File: src/rtl/regfile_wb_ctrl_pkg.sv
// regfile_wb_ctrl_pkg: shared widths, sizes and the load-return FIFO entry type
package regfile_wb_ctrl_pkg;
    localparam int BITS = 16;
    localparam int RBITS = 4;
    localparam int NREG = 16;
    localparam int LDQ_DEPTH = 2;
    localparam logic [RBITS-1:0] REG_ZERO = '0;
    localparam int CW = $clog2(LDQ_DEPTH) + 1;
    localparam int BCW = $clog2(NREG) + 1;
    typedef struct packed {
        logic [RBITS-1:0] rd;
        logic [BITS-1:0] data;
    } wb_item_t;
endpackage

File: src/rtl/regfile_wb_ctrl_fifo.sv
// wb_fifo: synchronous FIFO holding returned loads until the write port is free
module wb_fifo #(
    parameter int W = 20,
    parameter int DEPTH = 2,
    parameter int CW = $clog2(DEPTH) + 1
) (
    input  logic          clk,
    input  logic          rst_n,
    input  logic          push,
    input  logic          pop,
    input  logic [W-1:0]  din,
    output logic [W-1:0]  dout,
    output logic          full,
    output logic          empty,
    output logic [CW-1:0] count
);
    localparam int AW = $clog2(DEPTH);
    logic [W-1:0] mem_q [DEPTH];
    logic [W-1:0] mem_d [DEPTH];
    logic [AW-1:0] wp_q, wp_d, rp_q, rp_d;
    logic [CW-1:0] count_q, count_d;

    always_comb begin
        mem_d = mem_q;
        if (push) mem_d[wp_q] = din;
        wp_d = wp_q + AW'(push);
        rp_d = rp_q + AW'(pop);
        count_d = count_q + CW'(push) - CW'(pop);
    end

    always_ff @(posedge clk or negedge rst_n) begin
        if (!rst_n) begin
            for (int i = 0; i < DEPTH; i++) mem_q[i] <= '0;
            wp_q <= '0;
            rp_q <= '0;
            count_q <= '0;
        end else begin
            mem_q <= mem_d;
            wp_q <= wp_d;
            rp_q <= rp_d;
            count_q <= count_d;
        end
    end

    assign dout = mem_q[rp_q];
    assign full = count_q == CW'(DEPTH);
    assign empty = count_q == '0;
    assign count = count_q;
endmodule

File: src/rtl/regfile_wb_ctrl.sv
// regfile_wb_ctrl: write-port arbiter between execute and load return, plus load scoreboard
module regfile_wb_ctrl
    import regfile_wb_ctrl_pkg::*;
(
    input  logic             clk,
    input  logic             rst_n,
    input  logic             run,
    input  logic             ex_valid,
    input  logic [RBITS-1:0] ex_rd,
    input  logic [BITS-1:0]  ex_data,
    output logic             ex_ready,
    input  logic             ld_issue,
    input  logic [RBITS-1:0] ld_issue_rd,
    output logic             ld_issue_ok,
    input  logic             ld_valid,
    input  logic [RBITS-1:0] ld_rd,
    input  logic [BITS-1:0]  ld_data,
    output logic             ld_ready,
    input  logic [RBITS-1:0] rs1,
    input  logic [RBITS-1:0] rs2,
    output logic             stall,
    output logic             rf_we,
    output logic [RBITS-1:0] rf_rd,
    output logic [BITS-1:0]  rf_din
);
    wb_item_t head;
    logic fifo_full, fifo_empty, push, pop;
    logic [CW-1:0] fifo_count;
    logic [NREG-1:0] busy_q, busy_d;
    logic [BCW-1:0] busy_cnt;
    logic [BCW:0] outstanding;
    logic rf_we_q, rf_we_d;
    logic [RBITS-1:0] rf_rd_q, rf_rd_d, cm_rd;
    logic [BITS-1:0] rf_din_q, rf_din_d, cm_data;

    wb_fifo #(.W($bits(wb_item_t)), .DEPTH(LDQ_DEPTH), .CW(CW)) u_fifo (
        .clk(clk), .rst_n(rst_n), .push(push), .pop(pop),
        .din({ld_rd, ld_data}), .dout(head),
        .full(fifo_full), .empty(fifo_empty), .count(fifo_count)
    );

    always_comb begin
        busy_cnt = '0;
        for (int i = 0; i < NREG; i++) busy_cnt = busy_cnt + BCW'(busy_q[i]);
    end

    // Every outstanding load has a reserved FIFO slot, so returns never back up
    assign outstanding = (BCW+1)'(busy_cnt) + (BCW+1)'(fifo_count);
    assign ld_issue_ok = run & ~busy_q[ld_issue_rd] & (outstanding < (BCW+1)'(LDQ_DEPTH));
    assign ld_ready = ~fifo_full;
    assign push = ld_valid & ~fifo_full;
    assign pop = run & ~fifo_empty;
    assign ex_ready = run & fifo_empty & ex_valid & ~busy_q[ex_rd];
    assign stall = (rs1 != REG_ZERO & busy_q[rs1]) | (rs2 != REG_ZERO & busy_q[rs2]);

    always_comb begin
        cm_rd = pop ? head.rd : ex_rd;
        cm_data = pop ? head.data : ex_data;
        rf_we_d = (pop | ex_ready) & (cm_rd != REG_ZERO);
        rf_rd_d = rf_we_d ? cm_rd : rf_rd_q;
        rf_din_d = rf_we_d ? cm_data : rf_din_q;
        busy_d = busy_q;
        if (pop) busy_d[head.rd] = 1'b0;
        if (ld_issue & ld_issue_ok & ld_issue_rd != REG_ZERO) busy_d[ld_issue_rd] = 1'b1;
        busy_d[REG_ZERO] = 1'b0;
    end

    always_ff @(posedge clk or negedge rst_n) begin
        if (!rst_n) begin
            busy_q <= '0;
            rf_we_q <= 1'b0;
            rf_rd_q <= '0;
            rf_din_q <= '0;
        end else begin
            busy_q <= busy_d;
            rf_we_q <= rf_we_d;
            rf_rd_q <= rf_rd_d;
            rf_din_q <= rf_din_d;
        end
    end

    assign rf_we = rf_we_q;
    assign rf_rd = rf_rd_q;
    assign rf_din = rf_din_q;
endmodule

File: config.mk
export PLATFORM = sky130hd
export DESIGN_NAME = regfile_wb_ctrl
export DESIGN_NICKNAME = d
export VERILOG_FILES = /design/src/rtl/regfile_wb_ctrl_pkg.sv /design/src/rtl/regfile_wb_ctrl_fifo.sv /design/src/rtl/regfile_wb_ctrl.sv
export SDC_FILE = /design/constraint.sdc
export NUM_CORES = 1
export LEC_CHECK = 0
export CORE_AREA = 2 2 131 82
export CTS_BUF_LIST = sky130_fd_sc_hd__clkbuf_8 sky130_fd_sc_hd__clkbuf_16
export DETAILED_ROUTE_END_ITERATION = 10
export DIE_AREA = 0 0 133 84
export HOLD_SLACK_MARGIN = 0.08
export PLACE_DENSITY = 0.68
export SYNTH_ARGS = -nofsm -noshare
export SYNTH_HDL_FRONTEND = slang
export SYNTH_SLANG_ARGS = --single-unit
File: constraint.sdc
create_clock -name clk -period 14 [get_ports clk]
set_input_delay 2.8 -clock clk [delete_from_list [all_inputs] [get_ports clk]]
set_output_delay 2.8 -clock clk [all_outputs]
set_load 0.01 [all_outputs]
==> impl_metrics.ini <==
[critical_path]
endpoint_kind = output pin
required_ps = 11200
cp_num_cells = 6
worstPathCellList = clkdlybuf4s50_1 > mux2i_1 > nor3_1 > o32a_1 > nor3_1 > clkdlybuf4s50_1
start_kind = input pin
crit_buf_inv = 2
slowest_stage = clkdlybuf4s50_1
cp.arrival_ps = 5200
rrSetupSlack_ps = 9370
worstPathMaxFanout = 10
rr_worst_depth = 13
r2r_end = busy_q[12]
cp_top_family = buffers and inverters
max_stage_delay_ps = 740
crit_type = input pin to output pin
endpoint = ex_ready
worstSetupStartpoint = ex_rd[1]
r2r-start = busy_q[6]

[logic_synthesis]
synthArstFlopShare = 1.00
synth_flop_cell = dfrtp_1
synth_commonest_cells = dfrtp_1, mux2_2, o21ai_0
ys_warn_count = 0
synth-edff-count = 0
yosys.area.top_type = dfrtp_1
yosysMostFrequentCell = dfrtp_1
synth.avg_cell_area_um2 = 11.9
ys_seq_area_frac = 0.457
synth_top_cell_area_share = 0.457
synth.area.top_cells = dfrtp_1, mux2_2, mux2i_1
syn_area_um2 = 4380
ys_types = 45
ys_ff_latch = 80
syn_nets = 445
postSynthCellCount = 368

[cts]
numCtsBuffers = 9
post-cts-setup-buffer-count = 0
cts_hold_buf = 0
cts_root_buf = clkbuf_16
clock_latency_ps = 340
clkTransAtPathRegs_ps = 60
clock_path_buffers = 2
tritoncts = yes
cts_resized = 0
cts.sinks = 80
h-tree-depth = 3

[power]
power.density_nw_per_um2 = 249
leakagePower_nw = 2.37
peakVddDrop_mv = 0.139

[routing]
vias = 3255
wl_per_cell_um = 18.0
vias_per_cell = 5.51
ant_nets = 0
drc = 0
firstDrtPassIters = 5
drt_iter0_drc = 249
wirelength_um = 10600

[global_routing]
grt_antenna_before_repair = 0
grt_pass1_vias = 3407
grt_pass1_wl_um = 17500
grt_max_degree = 81
grt_use_total = 0.205
grt_overflow_total = 0

[die]
start_util = 0.433
core_um2 = 10100
num_io_pins = 83
die_x_um = 133
dieArea_um2 = 11200
dieHeight_um = 84
fp-row-count = 29

[place]
port_buffers = 82
dp_slack_ps = 6000
dp_hpwl_um = 7630
gp_congestion = 0.934
dp_cells = 575

[finish]
area_growth_pct = 27.3
num-nets-final = 524
drive_gt1_frac = 0.173
instances_no_fill = 591
postLayoutCoreUtil = 0.551
diodes = 0

[sta]
setup_slack_ps = 6000
final.period_utilization = 0.572
max-slew-margin-rel = 0.310
report.final.slew_viol_count = 0
rsz0062_at_grt = no
report.final.hold_viol_count = 0
tightest_slew_ps = 1030
tns_ps = 0
fin_worst_skew_ps = 5.47
fmax_mhz = 125
setup_viol = 0
finalCriticalPeriod_ps = 8000

[status]
status = finished, final reports clean

[flow_run]
maxCapViolations = 0

[worst_hold_path]
worstHoldPathType = flop to flop
-- per-layer routing --
layer  vias up  share of wire  track usage
li1       1492              -            -
met1      1608           0.47        0.293
met2       144           0.42        0.293
met3        11          0.098       0.0704
met4         0         0.0086       0.0635
met5         -              0            0
-- power breakdown --
| group | internal (W) | total, W | switching (W) |
|---|---|---|---|
| Sequential | 0.000344 | 0.000436 | 0.0000917 |
| Clock | 0.000136 | 0.000227 | 0.0000909 |
| Combinational | 0.000369 | 0.000728 | 0.000359 |
-- registers in the layout, summed over array words and instances (netlist names) --
register and count:
busy_q 15, rf_din 16, rf_rd 4, rf_we 1
u_fifo.count 2, u_fifo.mem_q 40, u_fifo.rp_q 1, u_fifo.wp_q 1
-- through the flow --
step           instance area, um^2  hold slack (ps)  power, W
2_1_floorplan                 4380              480  0.000903
3_3_place_gp                  5290              488   0.00114
3_5_place_dp                  5290              495   0.00117
4_1_cts                       5580              508   0.00140
5_1_grt                       5580              518   0.00151
6_report                      5580              504   0.00139
-- cell families after synthesis --
family / after synthesis / synth area share
flip-flops: 80 / 0.457
AND/OR/NAND/NOR: 69 / 0.0788
adder cells (fa/ha/maj): 19 / 0.0731
multiplexers: 82 / 0.226
AO/OA/AOI/OAI: 70 / 0.112
buffers and inverters: 45 / 0.0471
XOR/XNOR: 3 / 0.00600
-- placed cells by master, fill, tap and decap left out, types with 2 or more instances in the layout --
| master | instances |
|---|---|
| clkdlybuf4s50_1 | 81 |
| dfrtp_1 | 80 |
| mux2_2 | 45 |
| o21ai_0 | 30 |
| inv_1 | 30 |
| mux2i_1 | 28 |
| nor2_1 | 26 |
| a221o_1 | 20 |
| nand2_1 | 15 |
| fa_1 | 11 |
| mux4_2 | 9 |
| clkbuf_16 | 9 |
| ha_1 | 8 |
| a21oi_1 | 6 |
| nor3_1 | 5 |
| nand3b_1 | 4 |
| nand2b_1 | 4 |
| xnor2_1 | 3 |
| nor2b_1 | 3 |
| clkinv_2 | 3 |
| buf_4 | 3 |
| o21ai_1 | 2 |
| and2_1 | 2 |
| clkinvlp_4 | 2 |
-- worst min-delay path by stage --
stage,start,slack [ps],endpoint,depth (start not counted)
2_1_floorplan,u_fifo.mem_q[20],480,u_fifo.mem_q[20],1
3_3_place_gp,u_fifo.mem_q[30],490,u_fifo.mem_q[30],1
3_5_place_dp,u_fifo.mem_q[34],490,u_fifo.mem_q[34],1
4_1_cts,u_fifo.mem_q[34],510,u_fifo.mem_q[34],1
5_1_grt,u_fifo.mem_q[7],520,u_fifo.mem_q[7],1
6_report,u_fifo.mem_q[32],500,u_fifo.mem_q[32],1
-- layout make-up --
class / instances / area, um^2
clock buffer: 9 / 225
tap: 139 / 174
inverter: 29 / 109
sequential: 80 / 2000
timing repair buffer: 84 / 833
fill: 867 / 4540
multi-input combinational: 243 / 2170
clock inverter: 7 / 63.8
Note: power is estimated with default switching activity, not from simulation.
